[src/rtl/asinghani_xwalk_pkg.sv]
// asinghani_xwalk_pkg: shared states, default timings and crossing indices
package asinghani_xwalk_pkg;
  typedef enum logic [2:0] {S_IDLE, S_YELLOW, S_CLEAR, S_WALK, S_FLASH, S_GUARD, S_HOLD} state_t;
  localparam int YELLOW_T_D = 200;
  localparam int CLEAR_T_D = 100;
  localparam int WALK_T_D = 1200;
  localparam int FLASH_T_D = 600;
  localparam int BLINK_T_D = 100;
  localparam int GUARD_T_D = 100;
  localparam int HOLD_T_D = 500;
  localparam int XA = 0;
  localparam int XB = 1;
  function automatic int imax(input int a, input int b);
    return a > b ? a : b;
  endfunction
endpackage

[src/rtl/asinghani_xwalk_timer.sv]
// asinghani_xwalk_timer: tick-gated phase counter with clear and terminal-count flag
module asinghani_xwalk_timer #(
  parameter int W = 11
) (
  input  logic         i_clock,
  input  logic         i_reset_n,
  input  logic         i_tick,
  input  logic         i_clr,
  input  logic [W-1:0] i_lim,
  output logic [W-1:0] o_cnt,
  output logic         o_done
);
  logic [W-1:0] r_cnt;
  // count ticks within the current phase; restart on reset or phase change
  always_ff @(posedge i_clock)
    if (!i_reset_n || i_clr) r_cnt <= '0;
    else if (i_tick) r_cnt <= r_cnt + 1'b1;
  assign o_cnt = r_cnt;
  assign o_done = i_tick && r_cnt == i_lim;
endmodule

[src/rtl/asinghani_xwalk_sched.sv]
// asinghani_xwalk_sched: two-crossing pedestrian walk scheduler with round-robin service
module asinghani_xwalk_sched
  import asinghani_xwalk_pkg::*;
#(
  parameter int YELLOW_T = YELLOW_T_D,
  parameter int CLEAR_T = CLEAR_T_D,
  parameter int WALK_T = WALK_T_D,
  parameter int FLASH_T = FLASH_T_D,
  parameter int BLINK_T = BLINK_T_D,
  parameter int GUARD_T = GUARD_T_D,
  parameter int HOLD_T = HOLD_T_D
) (
  input  logic       clock,
  input  logic       reset_n,
  input  logic       tick,
  input  logic [1:0] btn,
  output logic [1:0] red,
  output logic [1:0] yellow,
  output logic [1:0] green,
  output logic [1:0] walk,
  output logic [1:0] no_walk,
  output logic       beeper,
  output logic [1:0] grant,
  output logic [1:0] pending
);
  localparam int MAX_T = imax(imax(imax(YELLOW_T, CLEAR_T), imax(WALK_T, FLASH_T)),
                              imax(imax(BLINK_T, GUARD_T), HOLD_T));
  localparam int CW = MAX_T > 1 ? $clog2(MAX_T) : 1;
  state_t r_state, w_nxt;
  logic [1:0] r_grant, r_pend, w_grant, w_pend;
  logic r_last, w_last, w_win, w_clr, w_done, w_blink;
  logic [CW-1:0] w_cnt, w_lim;

  assign w_clr = w_nxt != r_state;

  asinghani_xwalk_timer #(.W(CW)) u_timer (
    .i_clock  (clock),
    .i_reset_n(reset_n),
    .i_tick   (tick),
    .i_clr    (w_clr),
    .i_lim    (w_lim),
    .o_cnt    (w_cnt),
    .o_done   (w_done)
  );

  // terminal count of the current timed phase
  always_comb
    w_lim = r_state == S_YELLOW ? CW'(YELLOW_T - 1) :
            r_state == S_CLEAR  ? CW'(CLEAR_T - 1)  :
            r_state == S_WALK   ? CW'(WALK_T - 1)   :
            r_state == S_FLASH  ? CW'(FLASH_T - 1)  :
            r_state == S_GUARD  ? CW'(GUARD_T - 1)  :
            r_state == S_HOLD   ? CW'(HOLD_T - 1)   : '0;

  // next state, request latching and round-robin grant
  always_comb begin
    w_nxt = r_state;
    w_grant = r_grant;
    w_last = r_last;
    w_win = &r_pend ? ~r_last : r_pend[1];
    w_pend = r_pend | (btn & ~(r_grant & {2{r_state inside {S_YELLOW, S_CLEAR, S_WALK}}}));
    case (r_state)
      S_IDLE:
        if (|r_pend) begin
          w_nxt = S_YELLOW;
          w_grant = '0;
          w_grant[w_win] = 1'b1;
          w_last = w_win;
          w_pend[w_win] = 1'b0;
        end
      S_YELLOW: if (w_done) w_nxt = S_CLEAR;
      S_CLEAR:  if (w_done) w_nxt = S_WALK;
      S_WALK:   if (w_done) w_nxt = S_FLASH;
      S_FLASH:  if (w_done) w_nxt = S_GUARD;
      S_GUARD:
        if (w_done) begin
          w_nxt = S_HOLD;
          w_grant = '0;
        end
      S_HOLD:   if (w_done) w_nxt = S_IDLE;
      default:  w_nxt = S_IDLE;
    endcase
  end

  // state, grant, pending and last-served registers; reset drops any request in flight
  always_ff @(posedge clock)
    if (!reset_n) begin
      r_state <= S_IDLE;
      r_grant <= '0;
      r_pend <= '0;
      r_last <= 1'(XB);
    end else begin
      r_state <= w_nxt;
      r_grant <= w_grant;
      r_pend <= w_pend;
      r_last <= w_last;
    end

  assign w_blink = ((32'(w_cnt) / 32'(BLINK_T)) % 32'd2) != 32'd0;

  // lamp decode: unserved crossings stay green with solid no_walk
  always_comb begin
    red = '0;
    yellow = '0;
    green = '0;
    walk = '0;
    no_walk = '0;
    for (int i = 0; i < 2; i++)
      if (!r_grant[i]) begin
        green[i] = 1'b1;
        no_walk[i] = 1'b1;
      end else begin
        yellow[i] = r_state == S_YELLOW;
        red[i] = r_state != S_YELLOW;
        walk[i] = r_state == S_WALK;
        no_walk[i] = r_state == S_FLASH ? w_blink : r_state != S_WALK;
      end
  end

  assign beeper = |walk;
  assign grant = r_grant;
  assign pending = r_pend;
endmodule

[config.mk]
export PLATFORM = sky130hd
export DESIGN_NAME = asinghani_xwalk_sched
export DESIGN_NICKNAME = d
export VERILOG_FILES = /design/src/rtl/asinghani_xwalk_pkg.sv /design/src/rtl/asinghani_xwalk_timer.sv /design/src/rtl/asinghani_xwalk_sched.sv
export SDC_FILE = /design/constraint.sdc
export NUM_CORES = 1
export LEC_CHECK = 0
export BUFFER_PORTS_ARGS = -buffer_cell sky130_fd_sc_hd__buf_2
export CAP_MARGIN = 0
export CORE_MARGIN = 2
export CORE_UTILIZATION = 59
export CTS_BUF_LIST = sky130_fd_sc_hd__clkbuf_16
export CTS_CLUSTER_DIAMETER = 150
export DETAILED_ROUTE_END_ITERATION = 6
export HOLD_SLACK_MARGIN = 0.06
export PLACE_DENSITY = 0.83
export SLEW_MARGIN = 10
export SYNTH_ARGS = -nofsm -noshare
export SYNTH_HDL_FRONTEND = slang
export SYNTH_SLANG_ARGS = --single-unit
[constraint.sdc]
create_clock -name clock -period 4.2 [get_ports clock]
set_input_delay 0.42 -clock clock [delete_from_list [all_inputs] [get_ports clock]]
set_output_delay 0.42 -clock clock [all_outputs]
set_load 0.01 [all_outputs]
## Word level (Yosys, flattened, before mapping)

Cells that the tools add are included.

- Equal/unequal tests: 12
- Add/sub/neg operators: 1
- Divide/modulo/power cells: 1
- Mux-type cells: 33
- Reductions and logical operators: 12
- Bitwise gates (word level): 7
- $lt $le $gt $ge: 2

Operator list:

| operator | count |
|---|---|
| $mux W11 | 3 |
| $div A11 B7 Y32 const B | 1 |
| $mux W3 | 7 |
| $pmux W3 S7 | 1 |
| $mux W9 | 2 |
| $mux W1 | 13 |
| $add A11 B1 Y11 const B | 1 |
| $eq A11 B11 Y1 | 1 |
| $mux W10 | 1 |
| $eq A3 B3 Y1 const B | 3 |
| $mux W2 | 4 |
| $and A2 B2 Y2 | 3 |
| $eq A3 B2 Y1 const B | 2 |
| $not A2 Y2 | 2 |
| $pmux W2 S2 | 1 |
| $reduce_and A2 Y1 | 2 |
| $reduce_or A2 Y1 | 2 |
| $eq A3 B1 Y1 const B | 1 |
| $logic_not A3 Y1 | 1 |
| $ne A3 B1 Y1 const B | 1 |
| $ne A3 B2 Y1 const B | 1 |
| $ne A3 B3 Y1 | 1 |
| $reduce_and A3 Y1 | 1 |
| $reduce_bool A3 Y1 | 1 |
| other kinds (11) | 12 |

- Output and inout port bits: 15
- Bits in registers: 19
- Bits of input ports: 5
- Word-level logic and storage cells: 73

## Longest topological paths before layout

Gate-level depths: netlist (run 1).

- Word-level depth: 13
- Mapped depth: 13
- Depth with buffers taken out: 12

## By module

From an unflattened synthesis (run 1), not the netlist that was laid out.

- Cell total of the unflattened synthesis: 284
- Area total of the unflattened synthesis: 2015.7 µm²

By module, submodules not included:

| module | seq. area each (µm²) | times used | cells an instance | area each (µm²) |
|---|---|---|---|---|
| asinghani_xwalk_sched | 160.2 | 1 | 212 | 1380.1 |
| asinghani_xwalk_timer | 220.2 | 1 | 72 | 635.6 |

## Least setup slack after synthesis (run 1)

Ideal clock, no wire load.

- Path kind: flip-flop to output port
- From: register u_timer.r_cnt[6] (netlist: u_timer.o_cnt[6])
- To: output no_walk[0]
- Path slack: 659 ps
- Data required time: 3780 ps
- Stages on the path, launching flop included: 14
- Data arrival time: 3121 ps
- Buffers on the path: 1
- Cells stage by stage: dfxtp_1 > buf_4 > nor3_2 > nor2_1 > ha_1 > nand3b_1 > o211ai_1 > nand2_1 > or3_1 > a21oi_1 > a211oi_1 > or4b_1 > a41o_1 > o211ai_1

- Longest elaborated chain between the ends: 3

RTL lines:

| item | RTL line | text |
|---|---|---|
| start, declared | asinghani_xwalk_timer.sv:13 | `logic [W-1:0] r_cnt;` |
| start signal, assigned | asinghani_xwalk_timer.sv:17 | `else if (i_tick) r_cnt <= r_cnt + 1'b1;` |
| $div A11 B7 Y32 | asinghani_xwalk_sched.sv:99 | `assign w_blink = ((32'(w_cnt) / 32'(BLINK_T)) % 32'd2) != 32'd0;` |
| $mux W1 | asinghani_xwalk_sched.sv:116 | `no_walk[i] = r_state == S_FLASH ? w_blink : r_state != S_WALK;` |
| $mux W1 | asinghani_xwalk_sched.sv:109 | `if (!r_grant[i]) begin` |
| end, declared | asinghani_xwalk_sched.sv:21 | `output logic [1:0] no_walk,` |

No other way between the ends.

## Worst setup path in the final report (run 1)

- From: register u_timer.r_cnt[6] (netlist: u_timer.o_cnt[6])
- To: output no_walk[1]

The elaborated chain is that of the path after synthesis.

==> flow_metrics.tcl, run 1 <==
set metrics [dict create \
    status "finished, final reports clean" \
    wire_per_inst_um 15.7 \
    period_needed_ps 3980 \
    ys.flop_type "dfxtp_1" \
    worst_pin_slew_ps 726 \
    path_clk_slew_ps 50 \
    cts_tree "done" \
    tns_ps 0 \
    path_cells "nor3_4, nor2_1, ha_1, nand3b_1, o211ai_1, nand2_2, or3_1, a21boi_4, nor4_2, or4b_1, a41o_1, o211ai_1, buf_2" \
    grt_usage_pct 27.7 \
    maxSlewViolCount 0 \
    core_mm2 0.00300 \
    async_flop_share_pct 0 \
    crit_fanout 6 \
    rsz0062_at_grt "no" \
    pre_cts_slack_ps 448 \
    ys_warn_count 0 \
    wl_mm 4.77 \
    layout_setup_ws_ps 222 \
    io_pins 20 \
    critPathBufInv 1 \
    p_leak_nw 0.800 \
    ant_nets 0 \
    die_area_mm2 0.00358 \
    area_growth_pct 12.6 \
    start_util_pct 61.2 \
    crit_arrival_ps 3560 \
    irDropWorstVdd_mv 0.309 \
    cpMaxStageDelayCell "or4b_1" \
    cts_buffers 3 \
    timing.fmax_mhz 251 \
    timing.setup.critical_path_class "flop to output pin" \
    power_density_mw_per_mm2 269 \
    period_share_pct 94.7 \
    postSynthCellCount 252 \
    syn_avg_cell_area_um2 7.29 \
    die_w_um 59.8 \
    routabilityCongestion 0.970 \
    rows 20 \
    worst_setup_path_start_kind "flop" \
    cp-end-kind "output pin" \
    synth_fp_nets 260 \
    grt_pass1_vias 1650 \
    min_path_type "primary input to flop" \
    clock_path_buffers 2 \
    diodes 0 \
    required_ps 3780 \
    dp_hpwl_mm 3.51 \
    setup_violations 0 \
    grt_pass1_wl_mm 7.56 \
    netlist_area_mm2 0.00184 \
    hold_viol 0 \
    crit_top_cell "o211ai_1" \
    yosysSeqAreaShare_pct 20.7 \
    portBuffers 19 \
    clk_latency_ps 250 \
    first_pass_iters 5 \
    cpLargestDelayFamily "simple AND/OR/NAND/NOR gates" \
    synth_edf_count 0 \
    root_buffer "clkbuf_16" \
    vias 1957 \
    gr-total-overflow 0 \
    slew_headroom_pct 51.2 \
    synth-seq-cells 19 \
    slowest_delay_ps 480 \
    cts_max_level 1 \
    via_per_inst 6.46 \
    fin_nets 279 \
    maxCapViolCount 0 \
    cts.sinks 19 \
    synth_cell_types 63 \
    fp.dieH_um 59.8 \
    layout-drive-gt1-share_pct 17.0 \
    drc_errors 0 \
    grt_antenna_before_repair 0 \
    finClkSkew_ps 2.48 \
    grt_max_degree 19 \
    first_iter_violations 167 \
]
## kinds of logic after synthesis
kind of cell,synth area share [%]
and+or+nand+nor,30.0
AOI/OAI and AO/OA,31.0
buffers and inverters,5.72
DFF,20.7
xor gates and xnor gates,7.56
muxes,2.93
adders and majority gates,2.04
## synth_stat cells, types with 3 or more instances
cell,n,area [µm²]
o22ai_1,3,18.8
o31ai_1,3,22.5
o21ai_0,9,45.0
nor4_1,3,18.8
a211oi_1,3,22.5
nor2_1,33,124
o21ai_1,5,25.0
xor2_1,3,26.3
inv_1,12,45.0
o2111ai_1,5,43.8
or3_1,4,25.0
and2_1,4,25.0
buf_2,3,15.0
a21o_1,3,22.5
ha_1,3,37.5
o211ai_1,4,30.0
a21oi_1,14,70.1
dfxtp_1,19,380
a31oi_1,4,25.0
nand3_1,6,30.0
nand2_1,23,86.3
o21a_1,4,30.0
clkbuf_1,8,30.0
a21boi_0,3,22.5
xnor2_1,11,96.3
and3_1,8,50.1
nor2b_1,7,43.8
nor3_1,5,25.0
## tightest hold or removal path, delay by kind of cell
kind | cells | cell delay (ps)
simple gates | 1 | 80
compound gates | 1 | 50
buf+inv | 1 | 80
## cells in the final DEF, fill, tap and decap left out, drive strengths merged, types with 5 or more instances in the layout
master / n
a21boi: 5
a21oi: 14
and3: 8
buf: 27
dfxtp: 19
inv: 12
nand2: 23
nand3: 6
nor2: 33
nor2b: 7
nor3: 6
nor4: 5
o2111ai: 5
o21ai: 15
xnor2: 11
## repair_timing
item / 4_1_cts / 5_1_grt
resized for setup: 0 / 4
endpoints found under the setup margin: 0 / 2
setup buffers: 0 / 2
hold buffers: 0 / 0
## final timing paths
kind                    start  cells after the start                to  slack (ps)
max          u_timer.o_cnt[6]                     13        no_walk[1]         220
min                    btn[1]                      3        pending[1]         410
min reg2reg            r_last                      1            r_last         470
max reg2reg        r_state[0]                      9  u_timer.o_cnt[5]        1460
## power breakdown
| part | switching, mW | internal (mW) | total (mW) |
|---|---|---|---|
| registers | 0.0270 | 0.196 | 0.223 |
| logic | 0.0826 | 0.0559 | 0.138 |
| clock network | 0.0668 | 0.128 | 0.194 |
## layer usage
layer	wire length (µm)	up-vias	global-route usage, %
met5	0	-	0
met4	128	0	13.0
met3	186	13	3.68
met2	2370	47	44.6
met1	2090	933	36.5
li1	-	964	-
## through the flow
stage	hold slack, ps	total power, mW	util (%)	area [µm²]	instances
CTS	417	0.557	67.9	2040	301
floorplan	421	0.323	-	1840	252
finish	408	0.556	68.9	2070	303
detailed placement	459	0.361	65.2	1960	297
global placement	428	0.356	65.2	1960	297
global route	423	0.589	68.9	2070	303
## registers in the layout, indices dropped and copies added, names as in the netlist
| register | cells |
|---|---|
| grant | 2 |
| pending | 2 |
| r_last | 1 |
| r_state | 3 |
| u_timer.o_cnt | 11 |
## cell type report
| type | instances | area, µm² |
|---|---|---|
| multi-input cells | 208 | 1370 |
| clock inverters | 1 | 5.00 |
| clock buffers | 3 | 75.1 |
| repair buffers | 27 | 155 |
| fillers | 244 | 935 |
| flip-flops and latches | 19 | 382 |
| inverters | 12 | 45.0 |
| well taps | 33 | 41.3 |
Power figures use the tool's default switching activity.
==> run 2: changes to the inputs <==
--- a/config.mk
+++ b/config.mk
@@ -5,7 +5,7 @@
 export SDC_FILE = /design/constraint.sdc
 export NUM_CORES = 1
 export LEC_CHECK = 0
-export BUFFER_PORTS_ARGS = -buffer_cell sky130_fd_sc_hd__buf_2
+export BUFFER_PORTS_ARGS = -buffer_cell sky130_fd_sc_hd__clkbuf_2
 export CAP_MARGIN = 0
 export CORE_MARGIN = 2
 export CORE_UTILIZATION = 59
==> flow_metrics.tcl, run 2 (synthesis gave the netlist of run 1 again) <==
set metrics [dict create \
    io_pins 20 \
    grt_antenna_before_repair 0 \
    wire_per_inst_um 15.3 \
    place_area_mm2 0.00196 \
    fin_util_pct 69.3 \
    via_per_inst 6.37 \
    dp_hpwl_mm 3.41 \
    cts_tree "done" \
    period_share_pct 94.5 \
    clock_path_buffers 2 \
    cts_hold_buf 0 \
    crit_fanout 12 \
    wl_mm 4.64 \
    routabilityCongestion 1.01 \
    area_growth_pct 13.3 \
    fp.dieH_um 59.8 \
    final_common_cell "nor2_1" \
    pre_cts_slack_ps 399 \
    worst_setup_path_start_kind "flop" \
    top_usage_layer "met2" \
    first_pass_iters 5 \
    clk_latency_ps 250 \
    ant_nets 0 \
    p_leak_nw 0.805 \
    fin_nets 279 \
    layout_setup_ws_ps 230 \
    die_area_mm2 0.00358 \
    first_iter_violations 146 \
    crit_arrival_ps 3550 \
    portBuffers 19 \
    die_w_um 59.8 \
    layout-drive-gt1-share_pct 16.7 \
    cts.sinks 19 \
    final_cell_mix "nor2_1 (33), nand2_1 (23), clkbuf_2 (19), dfxtp_1 (18), a21oi_1 (14)" \
    largest_reg_flops 11 \
    root_buffer "clkbuf_16" \
    min_path_type "primary input to flop" \
    finClkSkew_ps 1.92 \
    power_density_mw_per_mm2 265 \
    grt_pass1_wl_mm 7.60 \
    slew_headroom_pct 51.2 \
    hold_viol 0 \
    vias 1931 \
    path_clk_slew_ps 50 \
    rsz0062_at_grt "no" \
    period_needed_ps 3970 \
    design_area_mm2 0.00208 \
    timing.fmax_mhz 252 \
    maxCapViolCount 0 \
    core_mm2 0.00300 \
    required_ps 3780 \
    use_met3_pct 4.98 \
    setup_violations 0 \
    grt_pass1_vias 1671 \
    cts_max_level 1 \
    diodes 0 \
    gr-total-overflow 0 \
    start_util_pct 61.2 \
    rows 20 \
    irDropWorstVdd_mv 0.253 \
    grt_max_degree 19 \
    grt_usage_pct 27.4 \
    drc_errors 0 \
    fin_total_pwr_uw 552 \
    worst_pin_slew_ps 726 \
    timing.setup.critical_path_class "flop to output pin" \
    status "finished, final reports clean" \
    cts_buffers 3 \
    gr-usage-met2_pct 43.6 \
    maxSlewViolCount 0 \
    tns_ps 0 \
    cp-end-kind "output pin" \
    grt_use_met1_pct 36.9 \
]
==> run 2: cell types whose count changed in the layout (fill, tap and decap cells not counted), sizes merged <==
cell    change
inv         +1
clkinv      -1
clkbuf     +19
buf        -19
==> run 2: metal layers <==
| layer | part of all wire (%) | wire length [µm] | vias to the layer above |
|---|---|---|---|
| li1 | - | - | 966 |
| met1 | 43 | 2000 | 883 |
| met2 | 49 | 2250 | 67 |
| met3 | 5.6 | 259 | 15 |
| met4 | 2.7 | 123 | 0 |
| met5 | 0 | 0 | - |
==> run 2: worst paths after layout <==
kind	startpoint	to	slack [ps]	depth (start not counted)
min	btn[1]	pending[1]	410	3
min reg2reg	r_last	r_last	440	1
max	u_timer.o_cnt[9]	no_walk[1]	230	13
max reg2reg	r_state[0]	u_timer.o_cnt[1]	1440	9
==> run 2: power by group <==
group          switching (mW)  internal (mW)  total (mW)
combinational          0.0841         0.0557       0.140
clock                  0.0636          0.126       0.190
sequential             0.0259          0.196       0.222
==> run 2: what timing repair did <==
item,4_1_cts,5_1_grt
endpoints found under the setup margin,0,2
resized for setup,0,5
buffers inserted,0,2
==> run 2: worst max-delay path, stage by stage (launching register included) <==
cell and delay [ps]:
dfxtp_2 430, inv_1 120, nor2_1 120, ha_1 250, nand3b_1 190, o211ai_1 220
nand2_1 200, or3_1 470, a21boi_4 230, nor4_4 80, or4b_1 480, a41o_1 260
o211ai_1 90, clkbuf_2 160
==> run 2: metrics by stage <==
| step | cells | hold WS, ps |
|---|---|---|
| after floorplan | 252 | 421 |
| after global placement | 297 | 428 |
| final | 303 | 414 |
| after detailed placement | 297 | 434 |
| after global routing | 303 | 424 |
| after CTS | 301 | 417 |
==> run 2: layout make-up <==
class,instances,area [µm²]
well taps,33,41.3
clock inverters,1,3.75
repair buffers,27,155
fillers,257,922
inverters,12,45.0
multi-input cells,208,1380
flip-flops and latches,19,382
clock buffers,3,75.1
